===== src/rtl/uart_tx_engine.sv =====
// rtl/uart_tx_engine.sv - UART transmit engine: frames one byte and shifts it out on btu pulses
module uart_tx_engine (
  input  logic       clk,
  input  logic       rst,
  input  logic       load,
  input  logic [7:0] out_port,
  input  logic       eight,
  input  logic       pen,
  input  logic       ohel,
  input  logic       btu,
  output logic       doit,
  output logic       tx,
  output logic       txrdy,
  output logic       tx_done
);

  typedef enum logic {
    IDLE = 1'b0,
    SEND = 1'b1
  } state_t;

  localparam logic [3:0]  LAST_BIT = 4'd10;
  localparam logic [10:0] LINE_IDLE = 11'h7FF;

  state_t      state;
  logic [10:0] shreg;
  logic [3:0]  bit_cnt;
  logic        parity_bit;
  logic        ninth_bit;
  logic [10:0] frame;

  // Even parity covers only the data bits actually sent; odd is its inverse.
  always_comb begin
    parity_bit = (eight ? (^out_port) : (^out_port[6:0])) ^ ohel;
    ninth_bit  = pen ? parity_bit : 1'b1;
    if (eight) begin
      frame = {1'b1, ninth_bit, out_port, 1'b0};
    end else begin
      frame = {1'b1, 1'b1, ninth_bit, out_port[6:0], 1'b0};
    end
  end

  always_ff @(posedge clk) begin
    if (!rst) begin
      state   <= IDLE;
      shreg   <= LINE_IDLE;
      bit_cnt <= 4'd0;
      tx      <= 1'b1;
      doit    <= 1'b0;
      txrdy   <= 1'b1;
      tx_done <= 1'b0;
    end else begin
      tx_done <= 1'b0;
      case (state)
        IDLE: begin
          if (load) begin
            state   <= SEND;
            shreg   <= frame;
            tx      <= frame[0];
            bit_cnt <= 4'd0;
            doit    <= 1'b1;
            txrdy   <= 1'b0;
          end
        end
        SEND: begin
          if (btu) begin
            if (bit_cnt == LAST_BIT) begin
              state   <= IDLE;
              shreg   <= LINE_IDLE;
              tx      <= 1'b1;
              bit_cnt <= 4'd0;
              doit    <= 1'b0;
              txrdy   <= 1'b1;
              tx_done <= 1'b1;
            end else begin
              // tx tracks the bit that lands in position 0 after this shift.
              shreg   <= {1'b1, shreg[10:1]};
              tx      <= shreg[1];
              bit_cnt <= bit_cnt + 4'd1;
            end
          end
        end
        default: begin
          state <= IDLE;
        end
      endcase
    end
  end

endmodule


===== config.mk =====
export PLATFORM = sky130hd
export DESIGN_NAME = uart_tx_engine
export DESIGN_NICKNAME = d
export VERILOG_FILES = /design/src/rtl/uart_tx_engine.sv
export SDC_FILE = /design/constraint.sdc
export NUM_CORES = 1
export LEC_CHECK = 0
export CAP_MARGIN = 20
export CORE_MARGIN = 4
export CORE_UTILIZATION = 46
export CTS_BUF_LIST = sky130_fd_sc_hd__clkbuf_8
export DETAILED_ROUTE_END_ITERATION = 10
export GPL_ROUTABILITY_DRIVEN = 0
export PLACE_DENSITY = 0.76
export SLEW_MARGIN = 0
export SYNTH_ARGS = -nofsm -noshare
export SYNTH_HDL_FRONTEND = slang
export SYNTH_SLANG_ARGS = --single-unit
export TNS_END_PERCENT = 20

===== constraint.sdc =====
create_clock -name clk -period 1.64 [get_ports clk]
set_input_delay 0.492 -clock clk [delete_from_list [all_inputs] [get_ports clk]]
set_output_delay 0.492 -clock clk [all_outputs]
set_load 0.01 [all_outputs]

### After elaboration in Yosys (flattened, before gate mapping)

Index checks and enable logic that the tools add are counted.

* add/subtract/negate cells: 1
* equal/unequal tests: 4
* muxes and demuxes: 28
* bitwise gates (word level): 2
* reductions and logical operators: 5

Operators with widths (number)
* 11-bit 2-to-1 mux: 2
* 11-bit case mux with 2 select lines: 1
* 10-bit 2-to-1 mux: 2
* 1-bit 2-to-1 mux: 15
* 4-bit 2-to-1 mux: 3
* 1-bit case mux with 2 select lines: 4
* 4-bit case mux with 2 select lines: 1
* 8-bit parity: 1
* 7-bit parity: 1
* 3-bit AND reduction: 2
* 4-bit by 1-bit adder with 4-bit output (second input constant): 1
* 4-bit == test (second input constant): 1
* 2-bit inequality test (second input constant): 2
* 2-bit by 1-bit inequality test with 1-bit output (second input constant): 1
* 2-bit AND reduction: 1
* 1-bit inverter: 1
* 1-bit XOR: 1

* flip-flop bits (word level): 20
* output and inout port bits: 4

### Logic depth before layout (Yosys ltp)

* word-level depth: 7
* depth in mapped cells: 9
* gate-level depth less buffers: 7

### Worst setup path before layout

OpenSTA, ideal clock, no wires.

* path type: reg-to-reg
* start point: reg bit_cnt[0]
* end point: reg bit_cnt[2]
* arrival time: 1560 ps
* data required time: 1570 ps
* path slack: 10 ps
* cell stages (with the launch flop): 8
* clock period less this slack: 1630 ps
* path through: dfxtp_1 -> inv_1 -> ha_1 -> and3b_1 -> buf_6 -> nand2b_1 -> or4b_1 -> a21boi_1

* cells in the longest elaborated chain, start to end: 4

Ends and longest elaborated chain
* start: declaration: RTL line 27 `logic [3:0] bit_cnt;`
* start signal: assignment: RTL line 79 `bit_cnt <= bit_cnt + 4'd1;`
* 4-bit by 1-bit adder with 4-bit output / 4-bit == test (equally long branches): RTL line 79, 67
* 4-bit 2-to-1 mux (*): RTL line 67 `if (bit_cnt == LAST_BIT) begin`
* 4-bit 2-to-1 mux (*): RTL line 66 `if (btu) begin`
* 4-bit case mux with 2 select lines (*): RTL line 54 `case (state)`

Mark *: on every way between the ends. The rest lies on a longest branch, timed or not. The select of a mux whose other input is x is not followed.
A chain may end at the register's enable or synchronous reset.

### Worst setup path after layout

* start point: reg tx
* end point: out tx

RTL lines
* start: declaration: RTL line 12 `output logic tx,`
* start signal: assignment: RTL line 59 `tx <= frame[0];`
* start signal: assignment: RTL line 78 `tx <= shreg[1];`

No word-level cell between the ends.

==> impl_metrics.ini <==
[floorplan]
row_count = 15
start_util_pct = 50.0
dieWidth_um = 52.0
dieHeight_um = 52.0
die_area_um2 = 2700
io_pins = 19
core_area_um2 = 1780

[timing]
period_minus_slack_ps = 1600
max_slew_margin_pct = 77.1
clock_skew_ps = 1.52
finalSetupViolations = 0
holdWs_ps = 483
slew_viol_final = 0
finalHoldViolCount = 0
rsz0062_at_grt = yes
fmax_mhz = 626
period_share_pct = 97.4
tightestPinTransition_ps = 342

[status]
outcome = complete, no violations

[critical_path]
crit_arrival_ps = 1110
cp_slowest_stage_delay_ps = 530
path_class = register to output pin
setup.worst_path.start = tx
cp_max_fo = 2
crit_chain = clkdlybuf4s50_1
required_ps = 1150
crit-reg2reg-launch = bit_cnt[0]
cp-start-kind = register
cp_slowest_cell = clkdlybuf4s50_1
crit_family = buffers and inverters
path_buf_inv = 1
endpoint_kind = output pin

[synth]
synth_seq_area_share_pct = 40.4
synth_nets = 124
yosys.area.top_type = dfxtp_1
synth_top_area_share_pct = 40.4
synth_seq_cells = 18
yosys_warnings = 0
syn-cell-area_um2 = 891
synthCells = 107
synth_area_leaders = dfxtp_1 40%, xnor2_1 6.9%, a21oi_1 6.7%
postSynthAreaPerCell_um2 = 8.33
synth.distinct_cells = 31

[finish]
area_growth_pct = 37.8
seq_area_um2 = 362
fin_nets = 153
drive_above_1_share_pct = 16.4
multiInputGateArea_um2 = 508
fillCellCount = 156
insertedDiodeCount = 0

[power_and_ir_drop]
total_power_mw = 1.03
internal_power_mw = 0.763
p_sw_mw = 0.268
swShare_pct = 26.0
p_per_area_nw_per_um2 = 840
p_leak_nw = 0.537
pwr-share-clk_pct = 29.2
seq_power_share_pct = 47.2
ir_worst_vdd_v = 0.000454
power_frac_comb_pct = 23.5

[grt]
grt_max_degree = 16
grt_pass1_wl_um = 3440
antenna_found_initial = 0
overflow = 0
track_usage_pct = 17.2
grt_pass1_vias = 804

[clocking]
htreeDepth = 1
cts_sinks = 18
clk_latency_ps = 250
ctsRootBufferMaster = clkbuf_8
clkSlewWorstSetupHoldPaths_ps = 70
hold_buffers = 0
clock_path_buffers = 2
cts_tree = yes
cts_buffers = 3

[detailed_routing]
drt_wl_total_um = 2040
drt_iter0_markers = 11
ant_nets = 0
via_count = 817
dr.pass1.iters = 4
drc = 0
via_per_inst = 5.14
wl_per_cell_um = 12.8

[worst_hold_path]
hp-class = register to register
min_from = tx

[placement]
hpwl_um = 1510
port_buffers = 18

[job]
drv_cap = 0
==> power groups by stage <==
stage	clock network, mW	logic (mW)	registers [mW]
3_5_place_dp	0	0.220	0.495
2_1_floorplan	0	0.122	0.495
3_3_place_gp	0	0.216	0.494
5_1_grt	0.336	0.266	0.490
4_1_cts	0.313	0.231	0.486
6_report	0.301	0.243	0.487
==> synth_stat cells <==
library cell and number:
ha_1 2, inv_1 3, nor2_2 1, o21ai_0 4, nand2b_1 2, a21oi_1 12, nor3b_1 1, dfxtp_1 18
and3_1 1, clkbuf_1 4, nand2_1 12, xor2_1 1, o211a_1 1, nor3_1 2, buf_6 1, nor2b_1 6
or4b_1 1, and4_1 1, nor2_1 9, o311a_1 1, and3b_1 1, nand3_1 2, nor4b_1 1, a32oi_1 1
and2_1 1, buf_1 1, a21boi_1 1, o211ai_1 7, o311ai_1 1, buf_2 1, xnor2_1 7
==> cells by family (layout without fill, tap and decap cells) <==
logic type | Yosys count | after routing | share of synthesized area [%]
and+or+nand+nor | 41 | 41 | 23.7
AOI/OAI and AO/OA | 28 | 28 | 19.9
DFF | 18 | 18 | 40.4
buffers and inverters | 10 | 37 | 5.20
xor gates and xnor gates | 8 | 8 | 7.87
adders and majority gates | 2 | 2 | 2.81
==> area by class of cell <==
class	count	share of cell area, %
Inverter	3	0.917
Tap cell	25	2.55
Timing Repair Buffer	31	22.3
Multi-Input combinational cell	79	41.4
Clock buffer	3	3.36
Sequential cell	18	29.5
==> routing by layer <==
layer  vias to the layer above  global-route usage (%)  share of wire, %
met1                       376                    21.0                45
met2                        14                    28.5                51
met5                         -                       0                 0
li1                        423                       -                 -
met3                         4                    3.44               3.2
met4                         0                    8.73               1.2
==> path summary, 6_finish.rpt <==
path | end | cells past startpoint | slack [ps]
worst max-delay path | tx | 1 | 40
worst min register to register | tx | 2 | 480
worst min-delay path | tx | 2 | 480
worst max register to register | bit_cnt[2] | 6 | 90
==> worst reg2reg max path, delay by kind of cell, from the launching register on <==
kind / cells / cell delay [ps]
AND/OR/NAND/NOR: 3 / 790
flip-flops: 1 / 330
AO/OA/AOI/OAI: 1 / 150
adder cells (fa/ha/maj): 1 / 170
buffers and inverters: 1 / 40
==> timing repair <==
item,CTS,global route
gates cloned,0,0
pin swaps,8,4
setup endpoints to repair,3,4
setup buffers,1,0
gates resized for setup,11,7
==> stage by stage <==
stage,std cells,instance area (µm²),util (%),setup WS (ps),setup TNS (ps)
after floorplan,107,891,-,10.4,0
after global routing,159,1230,68.8,-2.49,-2.49
after CTS,159,1200,67.5,14.7,0
final,159,1230,68.8,42.1,0
after global placement,155,1160,64.9,-280,-1650
after detailed placement,155,1160,64.9,-377,-1860
==> placed cells by master, fill, tap and decap left out, drive strengths merged <==
cell type	n
dlygate4sd2	9
nand3	2
a21boi	1
buf	13
a32oi	1
nor3	2
and4	1
clkbuf	3
nor2b	6
clkdlybuf4s50	6
a21oi	12
ha	2
nor2	10
o211ai	7
xor2	1
nor3b	1
nor4b	1
and3	1
dfxtp	18
or4b	1
inv	3
o21ai	4
dlymetal6s2s	3
nand2	12
o211a	1
nand2b	2
o311ai	1
and3b	1
and2	1
xnor2	7
o311a	1
==> state kept, by name (all words and copies together) (netlist names) <==
signal and cells:
shreg 9, bit_cnt 4, doit 1, state 1, tx 1, tx_done 1
txrdy 1
Power figures use the tool's default switching activity.
